===== src/rtl/sigma_delta_dac.sv =====
// Multi-channel pulse-density DAC with first/second-order modulation, a divided tick,
// and a per-frame double-buffered sample handshake with underrun and mute.
module sigma_delta_dac #(
    parameter int DATA_BITS = 12,
    parameter int NUM_CH    = 2,
    parameter int CLK_DIV   = 1,
    parameter int OSR       = 64
) (
    input  logic                          clk,
    input  logic                          rst,
    input  logic [NUM_CH*DATA_BITS-1:0]   din,
    input  logic                          din_valid,
    output logic                          din_ready,
    input  logic                          order_sel,
    input  logic                          mute,
    output logic [NUM_CH-1:0]             dout,
    output logic                          frame_strobe,
    output logic                          underrun
);

    localparam int N     = DATA_BITS;
    localparam int IW    = DATA_BITS + 4;
    localparam int DIV_W = (CLK_DIV > 1) ? $clog2(CLK_DIV) : 1;
    localparam int OSR_W = $clog2(OSR);

    localparam logic [N-1:0]         MID     = {1'b1, {(N-1){1'b0}}};
    localparam logic signed [IW+1:0] FB_FULL = {{(IW+1-N){1'b0}}, 1'b1, {N{1'b0}}};
    localparam logic signed [IW+1:0] SAT_HI  = {3'b000, {(IW-1){1'b1}}};
    localparam logic signed [IW+1:0] SAT_LO  = {3'b111, {(IW-1){1'b0}}};

    function automatic logic signed [IW-1:0] sat(input logic signed [IW+1:0] v);
        if (v > SAT_HI)
            return SAT_HI[IW-1:0];
        else if (v < SAT_LO)
            return SAT_LO[IW-1:0];
        else
            return v[IW-1:0];
    endfunction

    logic [DIV_W-1:0]          div_cnt;
    logic [OSR_W-1:0]          osr_cnt;
    logic                      tick;
    logic                      boundary;
    logic                      accept;
    logic                      hold_full;
    logic [NUM_CH*N-1:0]       hold;
    logic [NUM_CH*N-1:0]       active;
    logic                      order_l;
    logic                      mute_l;
    logic                      order_change;

    assign tick         = (div_cnt == DIV_W'(CLK_DIV - 1));
    assign boundary     = tick && (osr_cnt == OSR_W'(OSR - 1));
    assign accept       = din_valid && !hold_full;
    assign din_ready    = !hold_full;
    assign order_change = boundary && (order_sel != order_l);

    always_ff @(posedge clk or posedge rst) begin
        if (rst) begin
            div_cnt <= '0;
            osr_cnt <= '0;
        end else if (tick) begin
            div_cnt <= '0;
            if (boundary)
                osr_cnt <= '0;
            else
                osr_cnt <= osr_cnt + OSR_W'(1);
        end else begin
            div_cnt <= div_cnt + DIV_W'(1);
        end
    end

    always_ff @(posedge clk or posedge rst) begin
        if (rst) begin
            hold_full    <= 1'b0;
            hold         <= '0;
            active       <= '0;
            order_l      <= 1'b0;
            mute_l       <= 1'b0;
            frame_strobe <= 1'b0;
            underrun     <= 1'b0;
        end else begin
            frame_strobe <= boundary;
            underrun     <= boundary && !hold_full;
            if (accept)
                hold <= din;
            if (boundary) begin
                order_l <= order_sel;
                mute_l  <= mute;
                if (hold_full)
                    active <= hold;
            end
            // A sample accepted on an empty-hold boundary stays held for the next frame.
            if (boundary && hold_full)
                hold_full <= 1'b0;
            else if (accept)
                hold_full <= 1'b1;
        end
    end

    for (genvar ch = 0; ch < NUM_CH; ch++) begin : g_ch
        logic [N-1:0]         acc;
        logic signed [IW-1:0] i1;
        logic signed [IW-1:0] i2;
        logic                 q;

        logic [N-1:0]         x;
        logic [N:0]           sum1;
        logic signed [IW+1:0] x_ext;
        logic signed [IW+1:0] fb;
        logic signed [IW+1:0] t1;
        logic signed [IW+1:0] t2;
        logic signed [IW-1:0] n1;
        logic signed [IW-1:0] n2;

        always_comb begin
            x     = mute_l ? MID : (active[ch*N +: N] ^ MID);
            sum1  = {1'b0, acc} + {1'b0, x};
            x_ext = {{(IW+2-N){1'b0}}, x};
            fb    = q ? FB_FULL : '0;
            t1    = {{2{i1[IW-1]}}, i1} + x_ext - fb;
            n1    = sat(t1);
            t2    = {{2{i2[IW-1]}}, i2} + {{2{n1[IW-1]}}, n1} - fb;
            n2    = sat(t2);
        end

        // The first-order accumulator MSB is identical to the output bit, so only
        // the low N bits are stored and q doubles as the carry.
        always_ff @(posedge clk or posedge rst) begin
            if (rst) begin
                acc <= '0;
                i1  <= '0;
                i2  <= '0;
                q   <= 1'b0;
            end else if (tick) begin
                if (order_l) begin
                    i1 <= n1;
                    i2 <= n2;
                    q  <= !n2[IW-1];
                end else begin
                    acc <= sum1[N-1:0];
                    q   <= sum1[N];
                end
                if (order_change) begin
                    acc <= '0;
                    i1  <= '0;
                    i2  <= '0;
                end
            end
        end

        assign dout[ch] = q;
    end

endmodule

===== config.mk =====
export PLATFORM = sky130hd
export DESIGN_NAME = sigma_delta_dac
export DESIGN_NICKNAME = d
export VERILOG_FILES = /design/src/rtl/sigma_delta_dac.sv
export SDC_FILE = /design/constraint.sdc
export NUM_CORES = 1
export LEC_CHECK = 0
export CORE_MARGIN = 4
export CORE_UTILIZATION = 35
export CTS_BUF_LIST = sky130_fd_sc_hd__clkbuf_4 sky130_fd_sc_hd__clkbuf_8
export DETAILED_ROUTE_END_ITERATION = 12
export HOLD_SLACK_MARGIN = 0.12
export PLACE_DENSITY = 0.54
export SYNTH_ARGS = -nofsm -noshare
export SYNTH_HDL_FRONTEND = slang
export SYNTH_SLANG_ARGS = --single-unit
export TNS_END_PERCENT = 1

===== constraint.sdc =====
create_clock -name clk -period 12.9 [get_ports clk]
set_clock_uncertainty 0.15 [all_clocks]
set_input_delay 1.29 -clock clk [delete_from_list [all_inputs] [get_ports clk]]
set_output_delay 1.29 -clock clk [all_outputs]
set_load 0.1 [all_outputs]

Word level (Yosys, flattened, before mapping) --
Cells that the tools add are included.
Storage, ports and cells: flip-flop bits (word level) 150, input port bits 29, output and inout port bits 5, logic and storage cells 86
Operators by class: $add $sub $neg 12, $lt $le $gt $ge 8, equal/unequal tests 3, multiplexer cells 30, bitwise gates (word level) 3, reductions and logical operators 13
Operators with widths (count):
- 16-bit two-way mux | 16
- 18-bit by 16-bit greater-than comparator with 1-bit output (second input constant) | 4
- 18-bit by 16-bit < comparator with 1-bit output (second input constant) | 4
- 12-bit two-way mux | 6
- 17-bit by 14-bit subtractor with 18-bit output | 4
- 16-bit by 13-bit adder with 17-bit output | 2
- 16-bit by 16-bit adder with 17-bit output | 2
- 12-bit by 12-bit adder with 13-bit output | 2
- 13-bit two-way mux | 2
- 6-bit by 1-bit adder with 6-bit output (second input constant) | 1
- 6-bit == test (second input constant) | 1
- 6-bit two-way mux | 1
- 2-bit AND reduction | 3
- 1-bit logical AND | 5
- 1-bit two-way mux | 5
- 2-bit nonzero test | 2
- 1-bit logical NOT | 3
- 1-bit inverter | 3
- 2-bit by 1-bit != test with 1-bit output (second input constant) | 1
- 1-bit adder (second input constant) | 1
- 1-bit != test | 1

Longest topological paths before layout --
depth in word-level cells 14, depth in mapped cells 26, gate-level depth less buffers 23

Least setup slack after synthesis --
OpenSTA, ideal clock, no wires.
path type reg2reg, start point reg mute_l, end point reg g_ch[0].i2[10], library setup time 0.066 ns, arrival 5.996 ns, required time 12.684 ns, setup slack 6.687 ns, stages on the path, launching flop included 27, path buffers 3, period minus slack after synthesis 6.213 ns, cells stage by stage dfrtp_1 > clkbuf_1 > nand2b_1 > ha_1 > inv_1 > ha_1 > a21o_1 > a21o_1 > a21o_1 > a221oi_1 > o21a_1 > nand4b_1 > nand3_1 > clkbuf_1 > a21oi_1 > fa_1 > inv_1 > ha_1 > and3_1 > a221o_1 > o32a_1 > o311ai_2 > nand2_1 > or4_4 > a21oi_4 > buf_6 > a221o_1
On the way: cells in the longest elaborated chain, start to end 13, elaborated cells on any way between the ends 15, those cells by class add/sub: 4; order compare: 4; mux: 7
RTL lines:
- from (decl) | RTL line 49 | logic mute_l;
- from (signal assigned) | RTL line 89 | mute_l <= mute;
- 12-bit two-way mux * | RTL line 117 | x = mute_l ? MID : (active[ch*N +: N] ^ MID);
- 16-bit by 13-bit adder with 17-bit output * | RTL line 121 | t1 = {{2{i1[IW-1]}}, i1} + x_ext - fb;
- 17-bit by 14-bit subtractor with 18-bit output * | RTL line 121
- 18-bit by 16-bit < comparator with 1-bit output | RTL line 34 | else if (v < SAT_LO)
- 16-bit two-way mux | RTL line 34
- 16-bit two-way mux * | RTL line 32 | if (v > SAT_HI)
- 16-bit by 16-bit adder with 17-bit output * | RTL line 123 | t2 = {{2{i2[IW-1]}}, i2} + {{2{n1[IW-1]}}, n1} - fb;
- 17-bit by 14-bit subtractor with 18-bit output * | RTL line 123
- 18-bit by 16-bit < comparator with 1-bit output | RTL line 34
- 16-bit two-way mux | RTL line 34
- 16-bit two-way mux * | RTL line 32
- 16-bit two-way mux * | RTL line 136 | if (order_l) begin
- 16-bit two-way mux * | RTL line 144 | if (order_change) begin
- to (signal assigned) | RTL line 138 | i2 <= n2;
- to (decl) | RTL line 104 | logic signed [IW-1:0] i2;
Mark *: on every way between the ends. The rest lies on a longest branch, timed or not. The select of a mux whose other input is x is not followed. A chain may end at the register's enable or synchronous reset.

Worst setup path after layout --
start point reg mute_l, end point reg g_ch[1].i2[2]
On the way: cells in the longest elaborated chain, start to end 13, elaborated cells on any way between the ends 15, those cells by class add/sub: 4; order compare: 4; mux: 7
RTL lines (RTL line):
- 12-bit two-way mux * | 117
- 16-bit by 13-bit adder with 17-bit output * | 121
- 17-bit by 14-bit subtractor with 18-bit output * | 121
- 18-bit by 16-bit < comparator with 1-bit output | 34
- 16-bit two-way mux | 34
- 16-bit two-way mux * | 32
- 16-bit by 16-bit adder with 17-bit output * | 123
- 17-bit by 14-bit subtractor with 18-bit output * | 123
- 18-bit by 16-bit < comparator with 1-bit output | 34
- 16-bit two-way mux | 34
- 16-bit two-way mux * | 32
- 16-bit two-way mux * | 136
- 16-bit two-way mux * | 144
- to (signal assigned) | 138
- to (decl) | 104
Marks and branches as above.

==> flow_summary.ini <==
[status]
outcome = complete, no violations

[worst_setup_path]
cp_endpoint_kind = flip-flop
critical_path_required_ns = 13.15
path_class = flip-flop to flip-flop
critical_path.reg2reg.endpoint = g_ch[1].i2[2]
worst_setup_path_start_kind = flip-flop
crit_path_max_fo = 25
reg2regPathDepth = 20
reg2reg_slack_ns = 5.66
worst_path_arrival_time_ns = 7.48
regToRegStartpoint = mute_l

[sta]
worst_slack_ns = 5.66
worst_pin_slew_ns = 1.20
maxClockFrequency_mhz = 138
report.final.slew_viol_count = 0
totalNegativeSetupSlack_ns = 0
worst_slew_margin_rel_pct = 19.7
setup_viol = 0
final_period_minus_worst_setup_slack_ns = 7.24
post-route-period-util_pct = 56.1
report.final.hold_viol_count = 0
grt_setup_unrepaired = false

[min_path]
timing.hold.worst.class = flip-flop to flip-flop
hold_path_depth = 1
timing.hold.worst.start = osr_cnt[4]
hold-path-endpoint = osr_cnt[4]

[cts]
worst_skew_pair.late_latency_ns = 0.46
postCtsHoldBufs = 0
cts.reportedPaths.clkPinSlew_ns = 0.09
clockRootBuffer = sky130_fd_sc_hd__clkbuf_8
cts_buffer_depth = 2
cts-htree-levels = 4
cts_tree = built
cts_repair_resize_count = 0
clock_sink_count = 149
cts_setup_buffers = 0
cts-buffers-inserted = 17

[floorplan]
die_h_um = 185
die_width_um = 185
floorplan.die_area_mm2 = 0.0343
num_io_pins = 34
initial_utilization_pct = 35.8
placeable_core_area_mm2 = 0.0307
placementRows = 64

[yosys]
synth_adder_area_share_pct = 16.8
post_synth_instance_area_mm2 = 0.0110
synthMuxAreaShare_pct = 5.01
synth.lib_cells_used.distinct = 69
syn_nets = 1326
postSynthCellCount = 1152
synth_compound_area_share_pct = 21.6
synth-seq-area-share_pct = 33.9
yosys.area_share.xor_xnor_pct = 5.66
leading_cell_types_by_count_after_synthesis = 202 x sky130_fd_sc_hd__inv_1, 149 x sky130_fd_sc_hd__dfrtp_1, 141 x sky130_fd_sc_hd__ha_1
cell_accounting_for_the_most_synthesized_area = sky130_fd_sc_hd__dfrtp_1
dominant_combinational_cell_family_by_area_after_synthesis = compound AO/OA/AOI/OAI gates
area_share_of_the_largest_cell_type_after_synthesis_pct = 33.9
synth.yosys.warnings = 0
post_synth_main_area_contributors = sky130_fd_sc_hd__dfrtp_1 34%, sky130_fd_sc_hd__ha_1 16%, sky130_fd_sc_hd__inv_1 6.9%
ys_dominant_reg_cell = sky130_fd_sc_hd__dfrtp_1
post_synth.cell_area_avg_um2 = 9.54
synth_simple_gate_area_share_pct = 8.52
most_common_cell_in_the_netlist = sky130_fd_sc_hd__inv_1
synth_seq_cells = 149
synth_enable_flop_cells = 0
synth-async-reset-ratio_pct = 100

[power]
power.leakage_nw = 6.06
irDropWorstVdd_uv = 57.3
power_density_mw_per_mm2 = 74.8

[layout]
num_antenna_cells = 0
areaGrowthSynthToFinish_pct = 10.4
layoutNonFillerInstCount = 1582
n_fill_cell = 3111
fin_nets = 1349
drive_above_1_share_pct = 9.02

[place]
dp_hpwl_mm = 17.5
port-buffer-count = 33
post-place-ws_ns = 5.68
dpl.cell_count = 1552
gp_routability_congestion = 0.823

[detailed_routing]
post-route-drc-count = 0
initial_drc_count = 364
wl_per_cell_um = 15.2
postRouteAntennaNets = 0
num_vias = 8134
drt-pass1-iter-count = 5
routed_wirelength_mm = 24.0
via_per_inst = 5.14

[global_route]
grt_first_pass_wirelength_mm = 40.8
grt_max_degree = 93
leftover_overflow_at_the_end_of_global_routing = 0
antenna_violations_before_repair = 0
globalRouteTotalUtil_pct = 14.5
via_count_of_the_first_global_routing_pass = 8264

[job]
maxCapViolations = 0
==> cells in the final DEF (no fill, tap or decap), types with 4 or more instances in the layout <==
cell                              count
sky130_fd_sc_hd__inv_1              201
sky130_fd_sc_hd__dfrtp_1            149
sky130_fd_sc_hd__ha_1               141
sky130_fd_sc_hd__a21oi_1             81
sky130_fd_sc_hd__a221o_1             57
sky130_fd_sc_hd__mux2_2              48
sky130_fd_sc_hd__xnor2_1             47
sky130_fd_sc_hd__nand2_1             34
sky130_fd_sc_hd__o21ai_0             33
sky130_fd_sc_hd__clkdlybuf4s50_1     33
sky130_fd_sc_hd__a22o_1              32
sky130_fd_sc_hd__nand2b_1            30
sky130_fd_sc_hd__a21o_1              27
sky130_fd_sc_hd__nor2_1              27
sky130_fd_sc_hd__nand3_1             24
sky130_fd_sc_hd__xor2_1              24
sky130_fd_sc_hd__o21a_1              18
sky130_fd_sc_hd__clkbuf_8            17
sky130_fd_sc_hd__nor2b_1             15
sky130_fd_sc_hd__o21bai_1            10
sky130_fd_sc_hd__a31oi_1              9
sky130_fd_sc_hd__nor3_1               9
sky130_fd_sc_hd__and3_1               8
sky130_fd_sc_hd__buf_4                8
sky130_fd_sc_hd__and2_1               7
sky130_fd_sc_hd__o211ai_1             6
sky130_fd_sc_hd__a211oi_1             5
sky130_fd_sc_hd__nand3b_1             5
sky130_fd_sc_hd__o31ai_1              5
sky130_fd_sc_hd__or2_2                4
sky130_fd_sc_hd__o2111ai_1            4
sky130_fd_sc_hd__fa_1                 4
sky130_fd_sc_hd__clkinv_4             4
sky130_fd_sc_hd__bufinv_16            4
sky130_fd_sc_hd__clkinv_2             4
==> critical path, cell delays in order (launching register included) <==
cell	delay, ns
sky130_fd_sc_hd__dfrtp_1	0.62
sky130_fd_sc_hd__nand2b_1	0.30
sky130_fd_sc_hd__ha_1	0.28
sky130_fd_sc_hd__inv_1	0.04
sky130_fd_sc_hd__ha_1	0.37
sky130_fd_sc_hd__a2111oi_1	0.65
sky130_fd_sc_hd__o2111ai_1	0.33
sky130_fd_sc_hd__nand2_1	0.19
sky130_fd_sc_hd__nand3_1	0.44
sky130_fd_sc_hd__a21oi_1	0.32
sky130_fd_sc_hd__ha_1	0.26
sky130_fd_sc_hd__inv_1	0.06
sky130_fd_sc_hd__ha_1	0.26
sky130_fd_sc_hd__nor2b_1	0.16
sky130_fd_sc_hd__o31ai_1	0.34
sky130_fd_sc_hd__a21oi_1	0.22
sky130_fd_sc_hd__a211oi_1	0.62
sky130_fd_sc_hd__o21a_1	0.21
sky130_fd_sc_hd__nand3_1	0.13
sky130_fd_sc_hd__a21oi_1	0.98
sky130_fd_sc_hd__a221o_1	0.23
==> sequential cells by signal, summed over array words and instances, names as in the netlist <==
| signal | count |
|---|---|
| active | 24 |
| frame_strobe | 1 |
| g_ch.acc | 24 |
| g_ch.i1 | 32 |
| g_ch.i2 | 32 |
| g_ch.q | 2 |
| hold | 24 |
| hold_full | 1 |
| mute_l | 1 |
| order_l | 1 |
| osr_cnt | 6 |
| underrun | 1 |
==> routing by layer <==
layer	share of wire, %	up-vias	global-route usage [%]
met2	48	79	25.1
met3	2.5	13	2.93
li1	-	4099	-
met1	48	3943	19.1
met4	0.90	0	2.61
met5	0	-	0
==> area by class of cell <==
| cell class | instances | area (um^2) | area share [%] |
|---|---|---|---|
| clock inverters | 13 | 184 | 1.52 |
| clock buffers | 17 | 234 | 1.93 |
| repair buffers | 41 | 390 | 3.22 |
| multi-input cells | 763 | 6340 | 52.2 |
| flip-flops and latches | 149 | 3730 | 30.7 |
| inverters | 203 | 767 | 6.32 |
| well taps | 396 | 495 | 4.08 |
==> power breakdown <==
part / total [mW] / switching, mW / internal, mW
Combinational: 0.0275 / 0.0128 / 0.0147
Sequential: 0.481 / 0.00476 / 0.476
Clock: 0.399 / 0.190 / 0.209
Total: 0.907 / 0.207 / 0.700
==> stage by stage <==
step / power [mW] / hold WS (ns) / util (%) / instance area [um^2]
floorplan: 0.504 / 0.301 / - / 11000
global placement: 0.519 / 0.324 / 38.1 / 11700
detailed placement: 0.520 / 0.333 / 38.1 / 11700
CTS: 0.924 / 0.346 / 39.5 / 12100
global route: 0.949 / 0.375 / 39.5 / 12100
finish: 0.907 / 0.344 / 39.5 / 12100
==> logic make-up (layout without fill, tap and decap cells) <==
group,after synthesis,after routing
AND/OR/NAND/NOR,176,176
buffers and inverters,240,274
AO/OA/AOI/OAI,322,322
XOR/XNOR,71,71
flip-flops,149,149
adder cells (fa/ha/maj),145,145
multiplexers,49,49
==> how the worst max path moves through the flow <==
stage | start | end | slack [ns] | depth (start not counted)
after global routing | mute_l | g_ch[1].i2[2] | 5.02 | 20
final | mute_l | g_ch[1].i2[2] | 5.66 | 20
after detailed placement | mute_l | g_ch[1].i2[2] | 5.68 | 20
after CTS | mute_l | g_ch[1].i2[2] | 5.69 | 20
after global placement | mute_l | g_ch[1].i2[7] | 5.68 | 20
after floorplan | mute_l | g_ch[0].i2[10] | 6.69 | 26
No activity file was read; power rests on OpenSTA's default activity.
